[config.mk]
export PLATFORM = sky130hd
export DESIGN_NAME = alu_issue_ctrl
export DESIGN_NICKNAME = d
export VERILOG_FILES = /design/src/rtl/microarch_defs.sv /design/src/rtl/alu_issue_wait_cnt.sv /design/src/rtl/alu_issue_ctrl.sv
export SDC_FILE = /design/constraint.sdc
export NUM_CORES = 1
export LEC_CHECK = 0
export ABC_AREA = 1
export CAP_MARGIN = 20
export CORE_ASPECT_RATIO = 1.25
export CORE_MARGIN = 3
export CORE_UTILIZATION = 38
export DETAILED_ROUTE_END_ITERATION = 8
export PLACE_DENSITY_LB_ADDON = 0.08
export SYNTH_ARGS = -nofsm -noshare
export SYNTH_HDL_FRONTEND = slang
export SYNTH_SLANG_ARGS = --single-unit
export TNS_END_PERCENT = 1
[constraint.sdc]
create_clock -name clk -period 1.18 [get_ports clk]
set_input_delay 0.236 -clock clk [delete_from_list [all_inputs] [get_ports clk]]
set_output_delay 0.236 -clock clk [all_outputs]
set_load 0.01 [all_outputs]
[src/rtl/microarch_defs.sv]
// Shared execute-stage definitions: ALU op encodings, flag bit positions,
// issue sequencer state encoding and wait-counter width.
package microarch_defs;

    localparam logic [1:0] ALU_ADD = 2'b00;
    localparam logic [1:0] ALU_SUB = 2'b01;
    localparam logic [1:0] ALU_AND = 2'b10;
    localparam logic [1:0] ALU_OR  = 2'b11;

    localparam int FLAG_Z = 0;
    localparam int FLAG_C = 1;
    localparam int FLAG_N = 2;

    // Wide enough for the largest legal ALU latency (7).
    localparam int ISSUE_CNT_W = 3;

    typedef enum logic [1:0] {
        IDLE = 2'd0,
        WAIT = 2'd1,
        RESP = 2'd2
    } issue_state_t;

endpackage

[src/rtl/alu_issue_wait_cnt.sv]
// Loadable down-counter with zero indication, paces the ALU latency window.
// Latency: load/decrement take effect at the next clk edge.
// Backpressure: none; decrement saturates at zero.
module alu_issue_wait_cnt
    import microarch_defs::*;
#(
    parameter int W = ISSUE_CNT_W
) (
    input  logic         clk,
    input  logic         reset,
    input  logic         load,
    input  logic [W-1:0] load_val,
    input  logic         dec,
    output logic         zero
);

    logic [W-1:0] count;

    always_ff @(posedge clk) begin
        if (reset) begin
            count <= '0;
        end else if (load) begin
            count <= load_val;
        end else if (dec && (count != '0)) begin
            count <= count - W'(1);
        end
    end

    assign zero = (count == '0);

endmodule

[src/rtl/alu_issue_ctrl.sv]
// Issue sequencer for the registered 8-bit ALU; ALU_ISSUE_PERF_EN adds perf counters.
// Latency: response valid ALU_LAT+2 cycles after the accept cycle.
// Backpressure: req_ready low in WAIT, and in RESP until resp_ready; RESP->WAIT has no bubble.
module alu_issue_ctrl
    import microarch_defs::*;
#(
    parameter int ALU_LAT = 2
) (
    input  logic       clk,
    input  logic       reset,
    input  logic       req_valid,
    output logic       req_ready,
    input  logic [1:0] req_op,
    input  logic [7:0] req_a,
    input  logic [7:0] req_b,
    output logic [7:0] alu_a,
    output logic [7:0] alu_b,
    output logic [1:0] alu_op,
    input  logic [7:0] alu_result,
    input  logic       alu_zero,
    input  logic       alu_carry,
    input  logic       alu_negative,
    output logic       resp_valid,
    input  logic       resp_ready,
    output logic [7:0] resp_result,
    output logic [2:0] resp_flags,
    output logic       busy
`ifdef ALU_ISSUE_PERF_EN
    ,
    output logic [15:0] perf_ops,
    output logic [15:0] perf_stall
`endif
);

    if (ALU_LAT < 1 || ALU_LAT > 7) begin : g_lat_check
        $error("alu_issue_ctrl: ALU_LAT must be in 1..7");
    end

    localparam logic [ISSUE_CNT_W-1:0] LAT_LOAD = ISSUE_CNT_W'(ALU_LAT);

    issue_state_t state;
    logic         accept;
    logic         cnt_zero;

    assign req_ready = (state == IDLE) || ((state == RESP) && resp_ready);
    assign busy      = (state != IDLE);
    assign accept    = req_valid && req_ready;

    alu_issue_wait_cnt #(.W(ISSUE_CNT_W)) u_wait_cnt (
        .clk      (clk),
        .reset    (reset),
        .load     (accept),
        .load_val (LAT_LOAD),
        .dec      (state == WAIT),
        .zero     (cnt_zero)
    );

    always_ff @(posedge clk) begin
        if (reset) begin
            state       <= IDLE;
            alu_a       <= '0;
            alu_b       <= '0;
            alu_op      <= ALU_ADD;
            resp_valid  <= 1'b0;
            resp_result <= '0;
            resp_flags  <= '0;
        end else begin
            // alu_* only change on accept so the ALU never sees stale/garbage inputs.
            if (accept) begin
                alu_a  <= req_a;
                alu_b  <= req_b;
                alu_op <= req_op;
            end
            case (state)
                IDLE: begin
                    if (accept) begin
                        state <= WAIT;
                    end
                end
                WAIT: begin
                    if (cnt_zero) begin
                        resp_result        <= alu_result;
                        resp_flags[FLAG_N] <= alu_negative;
                        resp_flags[FLAG_C] <= alu_carry;
                        resp_flags[FLAG_Z] <= alu_zero;
                        resp_valid         <= 1'b1;
                        state              <= RESP;
                    end
                end
                RESP: begin
                    if (resp_ready) begin
                        resp_valid <= 1'b0;
                        state      <= accept ? WAIT : IDLE;
                    end
                end
                default: begin
                    state <= IDLE;
                end
            endcase
        end
    end

`ifdef ALU_ISSUE_PERF_EN
    always_ff @(posedge clk) begin
        if (reset) begin
            perf_ops   <= '0;
            perf_stall <= '0;
        end else begin
            if (resp_valid && resp_ready) begin
                perf_ops <= perf_ops + 16'd1;
            end
            if ((state == RESP) && !resp_ready) begin
                perf_stall <= perf_stall + 16'd1;
            end
        end
    end
`endif

endmodule

== After elaboration in Yosys (flattened, before gate mapping) ==
Cells that the tools add are included.
W data, S select, Z words.

* Flip-flop bits (word level): 35
* Input bits: 33
* Output and inout bits: 32
* Word-level logic and storage cells: 39

* $add $sub $neg: 1
* Equal/unequal tests: 5
* Mux-type cells: 10
* Reduce and logical (&&, ||, !) cells: 14

{| class="wikitable"
|+ Operator list
! kind !! number
|-
| $mux W2 || 5
|-
| $ne A2 B2 Y1 const B || 3
|-
| $pmux W2 S3 || 1
|-
| $reduce_and A3 Y1 || 2
|-
| $reduce_bool A2 Y1 || 3
|-
| $logic_and A1 B1 Y1 || 3
|-
| $logic_not A3 Y1 || 1
|-
| $mux W1 || 3
|-
| $reduce_bool A3 Y1 || 1
|-
| $sub A3 B1 Y3 const B || 1
|-
| $eq A2 B1 Y1 const B || 1
|-
| $eq A2 B2 Y1 const B || 1
|-
| $logic_not A2 Y1 || 1
|-
| $pmux W1 S2 || 1
|-
| $reduce_and A2 Y1 || 1
|-
| $reduce_or A2 Y1 || 1
|-
| $logic_or A1 B1 Y1 || 1
|}

== Longest topological paths before layout ==
* Depth after elaboration: 7
* Gate-level depth with buffers: 8
* Depth with buffers taken out: 8

== Hierarchy ==
Synthesis repeated with hierarchy kept, for this count alone.

* Cells, all modules: 224
* Area, all modules: 1546.5 µm²

{| class="wikitable"
|+ By module, submodules not included
! module !! times used !! cells each !! area each (µm²) !! sequential area each (µm²)
|-
| alu_issue_ctrl || 1 || 190 || 1345.0 || 640.6
|-
| alu_issue_wait_cnt || 1 || 34 || 201.4 || 60.1
|}

== Least setup slack after synthesis ==
No wires, ideal clock.

* Path type: flip-flop to flip-flop
* From: register state[1]
* To: register alu_a[6]
* Library setup time: 139 ps
* Arrival: 975 ps
* Required time: 1041 ps
* Setup slack: 66 ps
* Cell stages (with the launch flop): 8
* Buffers on the path: 2
* Period minus slack after synthesis: 1114 ps
* Cells stage by stage: dfxtp_1 inv_2 nand2_4 nand2_4 buf_8 buf_12 nand3_2 a21oi_2

* Cells in the longest elaborated chain, start to end: 4
* Elaborated cells on any way between the ends: 5
* Classes of those cells: 1 x eq/ne; 4 x reduce/logical

{| class="wikitable"
|+ Ends and longest elaborated chain
! what !! line !! source
|-
| from (decl) || alu_issue_ctrl.sv:41 || <nowiki>issue_state_t state;</nowiki>
|-
| from (signal assigned) || alu_issue_ctrl.sv:93 || <nowiki>state <= accept ? WAIT : IDLE;</nowiki>
|-
| $eq A2 B2 Y1 || alu_issue_ctrl.sv:45 || <nowiki>assign req_ready = (state == IDLE) || ((state == RESP) && resp_ready);</nowiki>
|-
| $logic_and A1 B1 Y1 || alu_issue_ctrl.sv:45 ||
|-
| $logic_or A1 B1 Y1 (*) || alu_issue_ctrl.sv:45 ||
|-
| net req_ready || alu_issue_ctrl.sv:12 || <nowiki>output logic req_ready,</nowiki>
|-
| $logic_and A1 B1 Y1 (*) || alu_issue_ctrl.sv:47 || <nowiki>assign accept = req_valid && req_ready;</nowiki>
|-
| to (signal assigned) || alu_issue_ctrl.sv:70 || <nowiki>alu_a <= req_a;</nowiki>
|-
| to (decl) || alu_issue_ctrl.sv:16 || <nowiki>output logic [7:0] alu_a,</nowiki>
|}

Mark *: on every way through the listed nets, which the timed path passes. The rest lies on a longest branch.
A chain may end at the register's enable or synchronous reset.

== Worst setup path after layout ==
* From: register state[0]
* To: register resp_result[6]

* Cells in the longest elaborated chain, start to end: 2

{| class="wikitable"
|+ Ends and longest elaborated chain
! what !! line !! source
|-
| $eq A2 B1 Y1 || alu_issue_ctrl.sv:74 || <nowiki>case (state)</nowiki>
|-
| $reduce_and A2 Y1 (no source line) || n/a ||
|-
| to (signal assigned) || alu_issue_ctrl.sv:82 || <nowiki>resp_result <= alu_result;</nowiki>
|-
| to (decl) || alu_issue_ctrl.sv:25 || <nowiki>output logic [7:0] resp_result,</nowiki>
|}

No other way between the ends.

==> impl_metrics.env <==
export IMPL_fin_skew_ns=0.00262
export IMPL_synth_mux_area_frac=0
export IMPL_synth_simple_area_share=0.293
export IMPL_synth_compound_area_frac=0.144
export IMPL_top_usage_layer="met2"
export IMPL_r2r_slack_ns=-0.01
export IMPL_p_leak_nw=1.00
export IMPL_ys_ff_latch=35
export IMPL_synth_net_count=208
export IMPL_ir_drop_mv=0.618
export IMPL_dp_final_hpwl_mm=2.73
export IMPL_path_class="reg -> reg"
export IMPL_clockBufferDepth=2
export IMPL_synth_top_family_by_area="simple AND/OR/NAND/NOR gates"
export IMPL_timing_hold_ws_ns=0.316
export IMPL_netlist_top_cells_area="dfxtp_1, a21oi_2, nand3_2"
export IMPL_critPathSlowestCell="dfxtp_2"
export IMPL_seq_area_frac_synth=0.450
export IMPL_pre_cts_ws_ns=-0.565
export IMPL_report_final_slew_viol_count=0
export IMPL_wl_per_cell_um=12.2
export IMPL_io_pins=65
export IMPL_synthXorXnorAreaFrac=0
export IMPL_worstHoldStart="resp_ready"
export IMPL_coreArea_mm2=0.00385
export IMPL_grt_max_degree=23
export IMPL_dp_cells=290
export IMPL_synth_edf_count=0
export IMPL_path_max_fanout=12
export IMPL_tightest_slew_ns=0.511
export IMPL_crit_family="buffers and inverters"
export IMPL_numCtsBuffers=5
export IMPL_ant_nets=0
export IMPL_cp_end_kind="flop"
export IMPL_arrival_ns=1.37
export IMPL_syn2layout_area_growth_pct=51.3
export IMPL_rsz0062_at_grt="yes"
export IMPL_fp_row_count=25
export IMPL_timing_rr_start="state[0]$_SDFFE_PP0P_"
export IMPL_drtIter0Drc=28
export IMPL_synth_cell_types=23
export IMPL_maxCapViolations=0
export IMPL_yosys_area_share_adder=0.0161
export IMPL_max_slew_margin=0.659
export IMPL_min_to="state[1]$_SDFFE_PP0P_"
export IMPL_die_y_um=77.6
export IMPL_synth_avg_cell_area_um2=9.00
export IMPL_path_clk_slew_ns=0.06
export IMPL_synth_area_leader_cell="dfxtp_1"
export IMPL_clock_latency_ns=0.28
export IMPL_critPathMaxStageDelay_ns=0.32
export IMPL_status="finished, violations left"
export IMPL_grtUsageTotal=0.154
export IMPL_dieArea_mm2=0.00490
export IMPL_cts_sinks=35
export IMPL_synthFlopType="dfxtp_1"
export IMPL_fin_cells=297
export IMPL_vias=1388
export IMPL_grt_pass1_wl_mm=5.98
export IMPL_synth_async_reset_ratio=0
export IMPL_nets=279
export IMPL_grtUsageMet1=0.154
export IMPL_startpoint_type="flop"
export IMPL_cts_htree_levels=2
export IMPL_cts_tree="yes"
export IMPL_port_buffers=64
export IMPL_final_setup_worst_slack_ns=-0.0136
export IMPL_syn_inst=173
export IMPL_cts_hold_fix_buffers=0
export IMPL_cts_root_buf="clkbuf_8"
export IMPL_antenna_found_initial=0
export IMPL_vias_per_cell=4.67
export IMPL_synth_top_area_frac=0.450
export IMPL_worst_path_buf_inv=3
export IMPL_fmax_mhz=838
export IMPL_drive_gt1_frac=0.313
export IMPL_r2r_end="resp_result[6]$_SDFFE_PP0P_"
export IMPL_gr_usage_met3=0.0622
export IMPL_finalHoldViolCount=0
export IMPL_min_period_over_period=1.01
export IMPL_setup_violations=7
export IMPL_n_antenna_cell=0
export IMPL_gp_congestion=0.696
export IMPL_synthTopCellsByCount="dfxtp_1, nor2_1, nand2_1, a21oi_2, nand3_1"
export IMPL_met2_usage=0.282
export IMPL_drc=0
export IMPL_yosys_warnings=0
export IMPL_hold_depth=3
export IMPL_grt_pass1_vias=1357
export IMPL_dr_pass1_iters=4
export IMPL_yosysMostFrequentCell="dfxtp_1"
export IMPL_synth_area_mm2=0.00156
export IMPL_hold_path_class="in -> reg"
export IMPL_violations="setup timing"
export IMPL_wl_mm=3.61
export IMPL_fillCellCount=370
export IMPL_fp_dieW_um=63.2
export IMPL_path_cells="inv_2 -> buf_4 -> nor2_4 -> nand3_4 -> buf_12 -> o21ai_1 -> nor2_1"
export IMPL_gr_total_overflow=0
export IMPL_start_util=0.405
export IMPL_cp_required_ns=1.35
export IMPL_period_minus_slack_ns=1.19
export IMPL_power_density_mw_per_mm2=1190
export IMPL_reg2reg_depth=7
[cell families after synthesis]
group | after synthesis
and+or+nand+nor | 83
adders and majority gates | 2
DFF | 35
buffers and inverters | 21
AOI/OAI and AO/OA | 32
[through the flow]
stage                     utilization  power, mW  cell area, µm²  setup TNS (ns)
after floorplan                     -       1.76            1560               0
after global placement          0.588       2.08            2260          -12.97
after detailed placement        0.588       2.10            2260          -13.78
after CTS                       0.601       2.83            2310           -2.16
after global routing            0.612       2.98            2350           -2.02
final                           0.612       2.81            2350         -0.0519
[power breakdown]
group,internal (mW),switching (mW),total [mW]
sequential,1.28,0.0482,1.33
clock,0.392,0.371,0.763
combinational,0.360,0.361,0.721
total,2.03,0.780,2.81
[cells in the final DEF, fill, tap and decap left out, types with 2 or more instances in the layout]
master / synthesis / final
nand3_1: 16 / 16
buf_2: 3 / 2
clkbuf_2: 0 / 3
dlygate4sd2_1: 0 / 19
buf_4: 0 / 6
inv_1: 7 / 7
nand2_2: 11 / 13
clkdlybuf4s50_1: 0 / 31
nand2_4: 3 / 2
a21oi_2: 17 / 17
ha_1: 2 / 2
clkbuf_8: 1 / 5
dfxtp_2: 0 / 2
o21ai_1: 7 / 5
o21ai_2: 0 / 6
nor2_1: 23 / 23
nand3_2: 10 / 9
clkdlybuf4s15_1: 0 / 8
a21oi_1: 4 / 4
buf_12: 2 / 3
dfxtp_1: 35 / 33
inv_2: 3 / 3
nand2_1: 18 / 16
[how the worst max path moves through the flow]
stage / from / endpoint / cells past startpoint
finish: state[0]$_SDFFE_PP0P_ / resp_result[6]$_SDFFE_PP0P_ / 7
detailed placement: resp_ready / alu_a[6]$_SDFFE_PP0P_ / 7
global route: state[0]$_SDFFE_PP0P_ / u_wait_cnt.count[1]$_SDFFE_PP0P_ / 8
global placement: resp_ready / u_wait_cnt.count[1]$_SDFFE_PP0P_ / 8
CTS: resp_ready / req_ready / 4
floorplan: state[1]$_SDFFE_PP0P_ / alu_a[6]$_SDFFE_PP0P_ / 7
[worst reg2reg max path: stages, from the launching register on]
cell and delay, ns:
dfxtp_2 0.32, inv_2 0.05, buf_4 0.14, nor2_4 0.13, nand3_4 0.11, buf_12 0.16, o21ai_1 0.12, nor2_1 0.05
[metal layers]
| layer | share of wire | vias up |
|---|---|---|
| met5 | 0 | - |
| met3 | 0.083 | 5 |
| met1 | 0.39 | 631 |
| met2 | 0.52 | 50 |
| met4 | 0.011 | 0 |
| li1 | - | 702 |
[flip-flops by register name (all words and copies together), names as in the netlist]
name / flops
state: 2
resp_valid: 1
alu_a: 8
alu_b: 8
resp_result: 8
resp_flags: 3
alu_op: 2
u_wait_cnt.count: 3
[cell type report]
class,instances,area [µm²],area share
clock buffer,6,72.6,0.0308
inverter,10,37.5,0.0159
multi-input combinational,117,748,0.318
sequential,35,703,0.299
tap,54,67.6,0.0287
timing repair buffer,75,726,0.308
[what timing repair did]
action	CTS	global route
setup buffers	0	1
endpoints found under the setup margin	65	45
resized for setup	43	29
pin swaps	0	1
Note: power is estimated with default switching activity, not from simulation.
